### config.mk
export PLATFORM = sky130hd
export DESIGN_NAME = mem_port_arbiter
export DESIGN_NICKNAME = d
export VERILOG_FILES = /design/src/rtl/mem_port_arbiter.sv
export SDC_FILE = /design/constraint.sdc
export NUM_CORES = 1
export LEC_CHECK = 0
export CAP_MARGIN = 20
export CORE_UTILIZATION = 42
export DETAILED_ROUTE_END_ITERATION = 16
export PLACE_DENSITY_LB_ADDON = 0.25
export SETUP_SLACK_MARGIN = 0.2
export SYNTH_ARGS = -nofsm -noshare
export SYNTH_HDL_FRONTEND = slang
export SYNTH_SLANG_ARGS = --single-unit
### constraint.sdc
create_clock -name clk -period 2.47 [get_ports clk]
set_input_delay 0.3705 -clock clk [delete_from_list [all_inputs] [get_ports clk]]
set_output_delay 0.3705 -clock clk [all_outputs]
set_load 0.01 [all_outputs]
### src/rtl/mem_port_arbiter.sv
// -----------------------------------------------------------------------------
// mem_port_arbiter
//
// Shares one memory port between the instruction-fetch requester (if_*) and
// the load/store requester (dm_*). Only one transaction is in flight at a
// time. When both ports request together, the port granted least recently
// wins. Each transaction runs a request/grant/response handshake on the mem_*
// side. The response is routed back to the port that issued the request. A
// watchdog ends a transaction whose response never arrives: it returns data 0
// and raises err_o.
//
// Ports
//   clk, rst_n                 clock, asynchronous active-low reset
//   if_req_i, if_addr_i        fetch request (held until if_gnt_o)
//   if_gnt_o                   fetch accepted (combinational, IDLE only)
//   if_rvalid_o, if_rdata_o    fetch response pulse and read data
//   dm_req_i, dm_we_i,
//   dm_addr_i, dm_wdata_i      load/store request (held until dm_gnt_o)
//   dm_gnt_o                   load/store accepted (combinational, IDLE only)
//   dm_rvalid_o, dm_rdata_o    load/store response pulse and read data
//   mem_req_o, mem_we_o,
//   mem_addr_o, mem_wdata_o    registered request to memory
//   mem_gnt_i                  memory accepted the request
//   mem_rvalid_i, mem_rdata_i  memory response
//   err_o                      current rvalid pulse is a watchdog timeout
//   busy_o                     a transaction is in progress
// -----------------------------------------------------------------------------
module mem_port_arbiter #(
  parameter int ADDR_WIDTH = 32,
  parameter int DAT_WIDTH  = 32,
  parameter int TIMEOUT    = 255
) (
  input  logic                  clk,
  input  logic                  rst_n,
  input  logic                  if_req_i,
  input  logic [ADDR_WIDTH-1:0] if_addr_i,
  output logic                  if_gnt_o,
  output logic                  if_rvalid_o,
  output logic [DAT_WIDTH-1:0]  if_rdata_o,
  input  logic                  dm_req_i,
  input  logic                  dm_we_i,
  input  logic [ADDR_WIDTH-1:0] dm_addr_i,
  input  logic [DAT_WIDTH-1:0]  dm_wdata_i,
  output logic                  dm_gnt_o,
  output logic                  dm_rvalid_o,
  output logic [DAT_WIDTH-1:0]  dm_rdata_o,
  output logic                  mem_req_o,
  output logic                  mem_we_o,
  output logic [ADDR_WIDTH-1:0] mem_addr_o,
  output logic [DAT_WIDTH-1:0]  mem_wdata_o,
  input  logic                  mem_gnt_i,
  input  logic                  mem_rvalid_i,
  input  logic [DAT_WIDTH-1:0]  mem_rdata_i,
  output logic                  err_o,
  output logic                  busy_o
);

  localparam int WD_WIDTH = (TIMEOUT < 1) ? 1 : $clog2(TIMEOUT + 1);
  localparam logic [WD_WIDTH-1:0] WD_LIMIT = WD_WIDTH'(TIMEOUT);

  typedef enum logic [1:0] {IDLE, ISSUE, WAIT, RESP} state_t;
  typedef enum logic {PORT_IF = 1'b0, PORT_DM = 1'b1} port_t;

  state_t                state_q, state_d;
  port_t                 owner_q, last_grant_q;
  logic [WD_WIDTH-1:0]   wdog_q;
  logic                  err_q;
  logic                  mem_req_q, mem_we_q;
  logic [ADDR_WIDTH-1:0] mem_addr_q;
  logic [DAT_WIDTH-1:0]  mem_wdata_q;
  logic [DAT_WIDTH-1:0]  if_rdata_q, dm_rdata_q;

  // Response capture strobe, shared by the normal and the timeout path.
  logic                  capture;
  logic [DAT_WIDTH-1:0]  capture_data;
  logic                  capture_err;

  // Next state, grants and response capture.
  always_comb begin
    // NOTE: every signal gets a default first, so no path through the case
    // leaves one unassigned (which would infer a latch).
    state_d      = state_q;
    if_gnt_o     = 1'b0;
    dm_gnt_o     = 1'b0;
    capture      = 1'b0;
    capture_data = mem_rdata_i;
    capture_err  = 1'b0;

    unique case (state_q)
      IDLE: begin
        if (if_req_i || dm_req_i) begin
          // On a tie, the port that did not win last time gets the grant.
          if (dm_req_i && (!if_req_i || last_grant_q == PORT_IF)) begin
            dm_gnt_o = 1'b1;
          end else begin
            if_gnt_o = 1'b1;
          end
          state_d = ISSUE;
        end
      end
      ISSUE: begin
        if (mem_gnt_i) begin
          if (mem_rvalid_i) begin
            capture = 1'b1;
            state_d = RESP;
          end else begin
            state_d = WAIT;
          end
        end
      end
      WAIT: begin
        if (mem_rvalid_i) begin
          capture = 1'b1;
          state_d = RESP;
        end else if (wdog_q == WD_LIMIT) begin
          capture      = 1'b1;
          capture_data = '0;
          capture_err  = 1'b1;
          state_d      = RESP;
        end
      end
      RESP:    state_d = IDLE;
      default: state_d = IDLE;
    endcase
  end

  // NOTE: all state is updated with non-blocking assignments, so every
  // register samples the values from before this edge.
  always_ff @(posedge clk or negedge rst_n) begin
    if (!rst_n) begin
      state_q      <= IDLE;
      owner_q      <= PORT_IF;
      last_grant_q <= PORT_IF;
      wdog_q       <= '0;
      err_q        <= 1'b0;
      mem_req_q    <= 1'b0;
      mem_we_q     <= 1'b0;
      mem_addr_q   <= '0;
      mem_wdata_q  <= '0;
      if_rdata_q   <= '0;
      dm_rdata_q   <= '0;
    end else begin
      state_q <= state_d;

      // Latch the winning request. A fetch carries no write data.
      if (if_gnt_o || dm_gnt_o) begin
        owner_q      <= dm_gnt_o ? PORT_DM : PORT_IF;
        last_grant_q <= dm_gnt_o ? PORT_DM : PORT_IF;
        mem_req_q    <= 1'b1;
        mem_we_q     <= dm_gnt_o & dm_we_i;
        mem_addr_q   <= dm_gnt_o ? dm_addr_i : if_addr_i;
        mem_wdata_q  <= dm_gnt_o ? dm_wdata_i : '0;
      end else if (state_q == ISSUE && mem_gnt_i) begin
        mem_req_q <= 1'b0;
      end

      // The watchdog counts only in WAIT. It saturates instead of wrapping,
      // and it restarts from zero for every transaction.
      if (state_q == WAIT) begin
        if (wdog_q != WD_LIMIT) begin
          wdog_q <= wdog_q + 1'b1;
        end
      end else begin
        wdog_q <= '0;
      end

      // The non-owner's read data keeps its previous value.
      if (capture) begin
        err_q <= capture_err;
        if (owner_q == PORT_DM) begin
          dm_rdata_q <= capture_data;
        end else begin
          if_rdata_q <= capture_data;
        end
      end
    end
  end

  assign mem_req_o   = mem_req_q;
  assign mem_we_o    = mem_we_q;
  assign mem_addr_o  = mem_addr_q;
  assign mem_wdata_o = mem_wdata_q;
  assign if_rdata_o  = if_rdata_q;
  assign dm_rdata_o  = dm_rdata_q;
  assign if_rvalid_o = (state_q == RESP) && (owner_q == PORT_IF);
  assign dm_rvalid_o = (state_q == RESP) && (owner_q == PORT_DM);
  assign err_o       = (state_q == RESP) && err_q;
  assign busy_o      = (state_q != IDLE);

endmodule

==> results.md, run 1 <==
- Clock sink count: 142
- Design area: 9780 um^2
- Die width: 123 um
- CTS tree: yes
- Filler cell count in the final layout: 1014
- RSZ-0062 raised after global routing: false
- Outcome: finished clean
- Wire length after detailed routing: 17200 um
- WL per Instance: 17.7 um
- Grt ovf: 0
- Max Freq: 0.459 GHz
- PD cells: 1230 nW/um^2
- Largest net degree at the start of global routing: 72
- Antenna violations before repair: 0
- Arr. time, crit path: 1.81 ns
- Clock Skew: 0.00844 ns
- # diodes: 0
- Die H: 123 um
- Syn nets: 638
- Placed Area: 9130 um^2
- Syn-to-layout area delta: 59.4%
- Reg clk slew, reported paths: 0.06 ns
- Hold crit path type: flip-flop to flip-flop
- Synth Area per Inst: 12.3 um^2
- Number of global-route vias before repair: 5188
- Initial core utilization: 43.7%
- CP max stage delay: 0.38 ns
- Sequential fraction of the synthesis area: 57.9%
- Setup-failing EPs final: 0
- Final hold viol count: 0
- Final min period: 2.18 ns
- CP required: 2.10 ns
- Post-synthesis cell area: 6130 um^2
- Slew Limit Fails: 0
- Core area: 14000 um^2
- Ports: 271
- Clock Latency Late Sink: 0.42 ns
- Max Cap Viol: 0
- Hold depth: 2
- Share of cells above drive strength 1: 16.7%
- Slew margin rel.: 53.6%
- GRT Total Usage: 23.4%
- Peak VDD IR: 601 uV
- First-pass GRT wire length: 26500 um
- Via count: 4973
- DR pass1 iterations: 5
- Total CTS buffers: 17
- Starting DRC count in detailed routing: 249
- CTS H-tree depth: 4
- Residual DRC: 0
- DP HPWL: 12200 um
- Worst Tran Pin Value: 0.696 ns
- Startpoint Class: flip-flop
- Worst setup EP type: primary output
- Setup_tns: 0 ns
- Flops & latches, synth: 142
- Yosys cell types: 36
- Worst path slowest cell: dfrtp_1
- Crit path max fanout: 4
- Row count: 43
- Final GP Congestion: 0.783
- Die area: 15100 um^2
- Routed Antenna Nets: 0
- IO buf count: 270
- CP cell instances: inv_1 -> ha_1 -> buf_4 -> nand2_1 -> a21oi_4 -> dlygate4sd2_1
- Bufs on Longest Clock Path: 2
- Nets: 919
- Final Cycle Share: 88.2%
- Cells after Synth: 497
- CTS Root Cell: clkbuf_16
- Total power: 12.1 mW
- Vias per cell: 5.12
- Leak: 4.36 nW
- Cells on worst reg2reg path: 8
- Warning count from the yosys run: 0
- CP Class: flip-flop to primary output
[through the flow]
step | hold WS [ns] | instances | setup WS [ns] | util [%]
after global placement | 0.409 | 935 | 0.164 | 65.0
after detailed placement | 0.422 | 935 | 0.0439 | 65.0
after floorplan | 0.0749 | 497 | 0.421 | -
after global routing | 0.505 | 971 | 0.218 | 69.6
after CTS | 0.491 | 969 | 0.218 | 69.5
final | 0.483 | 971 | 0.291 | 69.6
[sequential cells by signal, indices dropped and copies added (netlist names)]
name and count:
if_rdata_o 32, mem_req_o 1, mem_we_o 1, wdog_q 8, mem_wdata_o 32, err_q 1
mem_addr_o 32, state_q 2, dm_rdata_o 32, last_grant_q 1
[critical path, delay by kind of cell, from the launching register on]
kind / cells / cell delay [ns]
AO/OA/AOI/OAI: 1 / 0.11
adder cells (fa/ha/maj): 1 / 0.23
buffers and inverters: 3 / 0.59
flip-flops: 1 / 0.38
AND/OR/NAND/NOR: 1 / 0.08
[power breakdown]
part           switching (mW)  internal (mW)  leakage [nW]
combinational            2.21           3.21          2.29
sequential              0.630           3.41          1.78
clock                   0.944           1.66         0.292
[layout by cell type (no fill, tap or decap), types with 2 or more instances in the layout]
master and n:
inv_1 4, clkinvlp_4 3, nor2_1 35, buf_4 15, a21oi_1 35, and3_1 2, bufinv_16 3, nand3_2 2
and2b_1 17, clkbuf_1 2, o211ai_4 2, dfrtp_1 142, a22o_1 34, clkinv_2 3, mux2_4 35, clkbuf_8 3
nand2_1 39, nand3_1 2, clkbuf_16 17, clkdlybuf4s50_1 266, and2_1 2, xor2_1 2, nor2b_1 18, a31oi_1 4
o21ai_0 38, mux2_2 29, buf_12 5, inv_2 2, ha_1 5
[per-layer routing]
metal / vias to the layer above / share of wire (%) / GRT usage, %
met4: 0 / 1.4 / 8.69
met3: 13 / 7.9 / 8.13
met2: 203 / 51 / 39.6
met1: 2453 / 39 / 27.2
met5: - / 0 / 0
li1: 2304 / - / -
[layout make-up]
cell class / instances / area (um^2) / share of cell area (%)
Sequential cell: 142 / 3550 / 36.3
Timing Repair Buffer: 291 / 2920 / 29.9
Multi-Input combinational cell: 320 / 2440 / 25.0
Clock buffer: 22 / 474 / 4.85
Tap cell: 180 / 225 / 2.30
Clock inverter: 10 / 136 / 1.40
Inverter: 6 / 22.5 / 0.230
[repair_timing]
action	4_1_cts	5_1_grt
buffers inserted	1	2
resized for setup	5	4
hold buffers	1	0
endpoints found under the hold margin	68	0
endpoints found under the setup margin	33	42
[worst paths after layout]
kind                             from             end  slack (ns)
max                        state_q[1]        dm_gnt_o        0.29
min                         mem_req_o       mem_req_o        0.48
max reg2reg                state_q[0]  if_rdata_o[15]        0.35
min reg2reg                 mem_req_o       mem_req_o        0.48
max in group asynchronous       rst_n   dm_rdata_o[5]        1.20
min in group asynchronous       rst_n  if_rdata_o[17]        0.53
[Yosys cell counts, drive strengths merged]
| master | instances | share of area (%) |
|---|---|---|
| a211oi | 1 | 0.12 |
| a21boi | 1 | 0.31 |
| a21o | 1 | 0.12 |
| a21oi | 37 | 3.0 |
| a22o | 34 | 4.9 |
| a31o | 1 | 0.14 |
| a31oi | 4 | 0.41 |
| a32oi | 1 | 0.14 |
| and2 | 2 | 0.20 |
| and2b | 17 | 2.1 |
| and3 | 2 | 0.20 |
| buf | 6 | 1.1 |
| clkbuf | 23 | 1.4 |
| dfrtp | 142 | 58 |
| ha | 6 | 1.2 |
| inv | 6 | 0.37 |
| mux2 | 64 | 14 |
| nand2 | 39 | 2.4 |
| nand3 | 4 | 0.49 |
| nand4 | 1 | 0.20 |
| nor2 | 37 | 2.3 |
| nor2b | 18 | 1.8 |
| nor3 | 1 | 0.082 |
| nor3b | 1 | 0.12 |
| nor4 | 1 | 0.35 |
| o2111ai | 1 | 0.14 |
| o211ai | 3 | 0.82 |
| o21ai | 39 | 3.2 |
| o311ai | 1 | 0.14 |
| o41ai | 1 | 0.14 |
| xor2 | 2 | 0.29 |
[cell families (layout without fill, tap and decap cells)]
logic type                 after synthesis  after routing  synth area share [%]
buffers and inverters                   35            329                  2.88
AOI/OAI and AO/OA                      125            125                  13.5
adders and majority gates                6              6                  1.22
DFF                                    142            142                  57.9
and+or+nand+nor                        123            123                  10.3
muxes                                   64             64                  13.9
xor gates and xnor gates                 2              2                 0.286
Note: power is estimated with default switching activity, not from simulation.
==> run 2, diff against run 1 <==
- ABC_CLOCK_PERIOD_IN_PS: not set -> 2470
- CORE_ASPECT_RATIO: not set -> 0.6
==> run 2 against run 1 <==
  * Hold slack worse by 0.012 ns
  * Combinational power hardly changed
  * First-iteration DRC count is 25% higher
  * Final area is 0.26% higher
  * Clock power hardly changed
  * Die area is 0.11% higher
  * Cell count is 0.82% higher
  * Sequential power hardly changed
  * Utilization is 0.61 points higher
  * Largest power group unchanged
  * Highest routed layer unchanged
==> results.md, run 2 (synthesized netlist as in run 1, its figures left out) <==
- Outcome: finished clean
- CTS tree: yes
- Share of cells above drive strength 1: 16.5% (-0.17 points)
- Final hold viol count: 0 (unchanged)
- Reg clk slew, reported paths: 0.06 ns (about the same)
- Max Freq: 0.459 GHz (about the same)
- Ports: 271 (unchanged)
- Worst Tran Pin Value: 0.587 ns (-0.109 ns)
- GRT Total Usage: 23.1% (-0.28 points)
- Total power: 12.1 mW (+0.24%)
- Reg power frac: 33.5% (about the same)
- Antenna violations before repair: 0 (unchanged)
- Total CTS buffers: 17 (unchanged)
- Syn-to-layout area delta: 59.8%
- Final Cycle Share: 88.3% (about the same)
- Via count: 4922 (-1.0%)
- RSZ-0062 raised after global routing: false
- Most Crowded Layer GR: met2
- Clock sink count: 142 (unchanged)
- PD cells: 1230 nW/um^2 (about the same)
- Starting DRC count in detailed routing: 312 (+25%)
- Final min period: 2.18 ns (+0.00127 ns)
- Final GP Congestion: 0.799 (+2.0%)
- Row count: 33 (-23%)
- Leak: 4.35 nW (-0.36%)
- First-pass GRT wire length: 26400 um (-0.26%)
- WL per Instance: 17.6 um (-0.57%)
- Dpl ws: 0.274 ns (+0.230 ns)
- Clock Latency Late Sink: 0.41 ns (about the same)
- Nets: 915 (-0.44%)
- Routed Antenna Nets: 0 (unchanged)
- CP Class: flip-flop to flip-flop
- Grt ovf: 0 (unchanged)
- Psw: 3.88 mW (+2.5%)
- Hold Slack: 0.472 ns (-0.0117 ns)
- Wire length after detailed routing: 17200 um (+0.25%)
- Die area: 15100 um^2 (+0.11%)
- Startpoint Class: flip-flop
- Design area: 9800 um^2 (+0.26%)
- DR pass1 iterations: 4 (-1)
- Switch share: 32.1% (+0.72 points)
- GR Layer Usage met1: 31.1% (+3.9 points)
- Die width: 158 um (+29%)
- GR Layer Usage met2: 37.0% (-2.6 points)
- Vias per cell: 5.03 (-1.8%)
- Residual DRC: 0 (unchanged)
- Slew margin rel.: 60.9% (+7.3 points)
- Met3 GRT Util: 5.59% (-2.5 points)
- Most frequent cells in the layout: clkdlybuf4s50_1 (267), dfrtp_1 (142), nand2_1 (39)
- Largest net degree at the start of global routing: 66 (-8.3%)
- Most common cell after layout, fill and taps aside: clkdlybuf4s50_1
- CTS H-tree depth: 4 (unchanged)
- CP required: 2.76 ns (+0.66 ns)
- Core area: 14000 um^2 (-0.61%)
- Initial core utilization: 44.0% (+0.27 points)
- Placed Area: 9140 um^2 (+0.11%)
- Worst setup EP type: flip-flop
- Internal power: 8.22 mW (-0.81%)
- Bufs on Longest Clock Path: 2 (unchanged)
- Logic pwr share: 45.0% (about the same)
- Crit path max fanout: 33 (+29)
- DP HPWL: 12300 um (+0.84%)
- Arr. time, crit path: 2.47 ns (+0.66 ns)
- Final worst slack: 0.290 ns (-0.00127 ns)
- Max Cap Viol: 0 (unchanged)
- Setup_tns: 0 ns (unchanged)
- Clock Skew: 0.0131 ns (+0.00465 ns)
- Die H: 95.6 um (-22%)
- Hold crit path type: flip-flop to flip-flop
- IO buf count: 270 (unchanged)
- # diodes: 0 (unchanged)
- Clock Power Share: 21.5% (about the same)
- Number of global-route vias before repair: 4934 (-4.9%)
- Slew Limit Fails: 0 (unchanged)
- CTS Root Cell: clkbuf_16
- Setup-failing EPs final: 0 (unchanged)
- Peak VDD IR: 580 uV (-3.5%)
## run 2: cell count changes in the layout (fill, tap and decap cells not counted), moves of 2 or more
cell	change
clkinv_2	-3
buf_4	-6
clkinv_4	+2
buf_12	+2
inv_6	+5
## run 2: final timing paths
check                            endpoint  slack (ns)        from  cells after the start
max in group asynchronous  if_rdata_o[29]        1.23       rst_n                      3
hold reg to reg                 mem_req_o        0.47   mem_req_o                      2
hold / removal                  mem_req_o        0.47   mem_req_o                      2
min in group asynchronous  if_rdata_o[19]        0.49       rst_n                      2
setup / recovery            dm_rdata_o[6]        0.29  state_q[0]                      7
setup reg to reg            dm_rdata_o[6]        0.29  state_q[0]                      7
## run 2: metal layers
metal | vias up | routed length (um)
li1 | 2301 | -
met1 | 2414 | 7730
met2 | 186 | 8230
met3 | 21 | 1060
met4 | 0 | 225
met5 | - | 0
## run 2: per-stage QoR
stage          instances  util (%)
2_1_floorplan        497         -
3_3_place_gp         943      65.5
3_5_place_dp         943      65.5
4_1_cts              976      70.0
5_1_grt              979      70.2
6_report             979      70.2
## run 2: final cells by class
class,instances,area [um^2]
inverters,6,26.3
fillers,1023,4160
flip-flops and latches,142,3550
multi-input cells,320,2460
repair buffers,287,2920
clock inverters,12,149
clock buffers,20,457
well taps,192,240
## run 2: power by group through the flow
stage / Combinational (mW) / Sequential, mW / Clock, mW
finish: 5.44 / 4.06 / 2.60
global route: 5.82 / 4.17 / 2.78
CTS: 5.44 / 4.05 / 2.65
detailed placement: 5.40 / 4.06 / 0
global placement: 5.28 / 4.01 / 0
floorplan: 1.95 / 4.46 / 0
## run 2: what timing repair did
item	4_1_cts	5_1_grt
setup buffers	0	3
pin swaps	0	0
resized for setup	7	2
setup endpoints to repair	2	32
endpoints found under the hold margin	59	0
hold buffers	1	0
## run 2: worst max-delay path, cell delays in order, from the launching register on
cell and delay, ns:
dfrtp_1 0.41, inv_2 0.13, ha_2 0.27, clkinvlp_4 0.18
nor4_4 0.33, buf_12 0.23, and2b_1 0.23, mux2_4 0.26
==> run 3, diff against run 2 <==
- CELL_PAD_IN_SITES_DETAIL_PLACEMENT: not set -> 1
- CELL_PAD_IN_SITES_GLOBAL_PLACEMENT: not set -> 1
- CORE_UTILIZATION: 42 -> 25
==> run 3 against run 2 <==
  * Via count up 1.4%
  * Hold slack gained 0.0084 ns
  * Sequential power hardly changed
  * Total power increased by 2.8%
  * Count of clock-buffer cells in the layout grew 2
  * Sequential share of layout area is 0.65 points lower
  * Utilization shrank 28 points
  * Critical endpoint is now if_gnt_o
  * Largest power group unchanged
  * Wire length rose by 18%
  * Flip-flop and latch count did not move
==> results.md, run 3 (synthesized netlist as in run 1, its figures left out) <==
- Clock Latency Late Sink: 0.42 ns (about the same)
- PD cells: 1250 nW/um^2 (+0.95%)
- Slew margin rel.: 59.9% (-1.0 points)
- Outcome: finished clean
- Vias per cell: 4.53 (-9.9%)
- Hold Slack: 0.480 ns (+0.00841 ns)
- Psw: 3.94 mW (+1.6%)
- Grt ovf: 0 (unchanged)
- Final non-filler cell total: 1102 (+13%)
- Ports: 271 (unchanged)
- DR pass1 iterations: 4 (unchanged)
- Hold crit path type: flip-flop to flip-flop
- Final GP Congestion: 0.818 (+2.5%)
- DP HPWL: 14800 um (+21%)
- Antenna violations before repair: 0 (unchanged)
- CP required: 2.10 ns (-0.66 ns)
- Core area: 23600 um^2 (+69%)
- Initial core utilization: 26.0% (-18 points)
- Setup_tns: 0 ns (unchanged)
- Largest net degree at the start of global routing: 67 (+1.5%)
- Die H: 123 um (+29%)
- Post-CTS setup buffers: 0 (unchanged)
- Crit path max fanout: 5 (-85%)
- Max Freq: 0.459 GHz (about the same)
- # diodes: 0 (unchanged)
- Area occupied by registers: 3550 um^2 (unchanged)
- Slew Limit Fails: 0 (unchanged)
- Startpoint Class: flip-flop
- Setup-failing EPs final: 0 (unchanged)
- IO buf count: 270 (unchanged)
- Most common cell after layout, fill and taps aside: clkdlybuf4s50_1
- Residual DRC: 0 (unchanged)
- Most frequent cells in the layout: clkdlybuf4s50_1 (266), dfrtp_1 (142), nand2_1 (39)
- Row count: 43 (+30%)
- Die area: 25200 um^2 (+67%)
- Die width: 204 um (+29%)
- Leak: 4.38 nW (+0.70%)
- Starting DRC count in detailed routing: 147 (-53%)
- Reg power frac: 32.7% (-0.8 points)
- First-pass GRT wire length: 30600 um (+16%)
- Switch share: 31.7% (-0.39 points)
- GRT Total Usage: 16.1% (-7.0 points)
- RSZ-0062 raised after global routing: false
- Number of global-route vias before repair: 5334 (+8.1%)
- Wire length after detailed routing: 20400 um (+18%)
- Filler cell count in the final layout: 2519 (+150%)
- CP Class: flip-flop to primary output
- Logic pwr share: 44.0% (-1.0 points)
- Reg clk slew, reported paths: 0.06 ns (about the same)
- CTS Root Cell: clkbuf_16
- Final hold viol count: 0 (unchanged)
- Nets: 915 (unchanged)
- Internal power: 8.49 mW (+3.4%)
- WL per Instance: 18.5 um (+5.2%)
- Peak VDD IR: 491 uV (-15%)
- Bufs on Longest Clock Path: 2 (unchanged)
- Routed Antenna Nets: 0 (unchanged)
- Clock sink count: 142 (unchanged)
- Share of cells above drive strength 1: 16.4% (-0.13 points)
- Via count: 4993 (+1.4%)
- Clock Skew: 0.00768 ns (-0.00541 ns)
- Max Cap Viol: 0 (unchanged)
- CTS H-tree depth: 4 (unchanged)
- Worst Tran Pin Value: 0.602 ns (+0.0155 ns)
- Total CTS buffers: 17 (unchanged)
- Total power: 12.4 mW (+2.8%)
- Arr. time, crit path: 1.81 ns (-0.66 ns)
- Footprint of the multi-input gates: 2450 um^2 (-0.31%)
- Final Cycle Share: 88.3% (about the same)
- Cells after DPL: 1069 (+13%)
- Worst setup EP type: primary output
- Final min period: 2.18 ns (-0.0000570 ns)
- Clock Power Share: 23.3% (+1.8 points)
- CTS tree: yes
- Fin util: 42.4% (-28 points)
- Syn-to-layout area delta: 62.7%
[run 3: cell count changes in the layout (fill, tap and decap cells not counted), sizes merged]
cell / previous run / this run
bufinv: 2 / 5
clkbuf: 20 / 22
clkdlybuf4s50: 267 / 266
clkinvlp: 2 / 1
dlymetal6s2s: 0 / 1
inv: 11 / 7
[run 3: metal layers]
layer	up-vias	global-route usage [%]	share of wire [%]
met4	0	6.48	2.0
met3	26	3.45	4.2
met2	132	26.3	49
met1	2538	20.8	45
li1	2297	-	-
met5	-	0	0
[run 3: worst paths after layout]
kind	startpoint	endpoint	slack (ns)	depth (start not counted)
max reg2reg	state_q[0]	if_rdata_o[19]	0.34	7
min reg2reg	mem_addr_o[20]	mem_addr_o[20]	0.48	2
min	mem_addr_o[20]	mem_addr_o[20]	0.48	2
min in group asynchronous	rst_n	mem_wdata_o[22]	0.50	2
max	state_q[1]	if_gnt_o	0.29	5
max in group asynchronous	rst_n	state_q[0]	1.21	3
[run 3: layout make-up]
cell class / count / share of cell area [%]
inverters: 6 / 0.226
flip-flops and latches: 142 / 35.6
multi-input cells: 320 / 24.5
well taps: 315 / 3.95
clock inverters: 10 / 1.82
clock buffers: 22 / 4.85
repair buffers: 287 / 29.0
[run 3: through the flow]
step / area [um^2] / worst slack [ns]
detailed placement: 9290 / 0.173
floorplan: 6130 / 0.421
global route: 9980 / 0.208
finish: 9980 / 0.290
global placement: 9290 / 0.235
CTS: 9980 / 0.251
[run 3: worst max-delay path, cell delays in order (launching register included)]
cell and delay (ns):
dfrtp_1 0.42, inv_1 0.19, ha_4 0.21, nand2_1 0.07, a21oi_2 0.12, dlygate4sd2_1 0.39
[run 3: power groups by stage]
stage	sequential, mW	combinational (mW)	clock (mW)
6_report	4.07	5.47	2.90
5_1_grt	4.19	5.87	3.07
4_1_cts	4.08	5.55	2.98
3_5_place_dp	4.09	5.51	0
3_3_place_gp	4.02	5.36	0
2_1_floorplan	4.46	1.95	0
[run 3: repair_timing]
action | in CTS | in global routing
hold buffers | 1 | 0
resized for setup | 6 | 2
hold endpoints to repair | 58 | 0
cloned | 0 | 0
endpoints found under the setup margin | 29 | 29
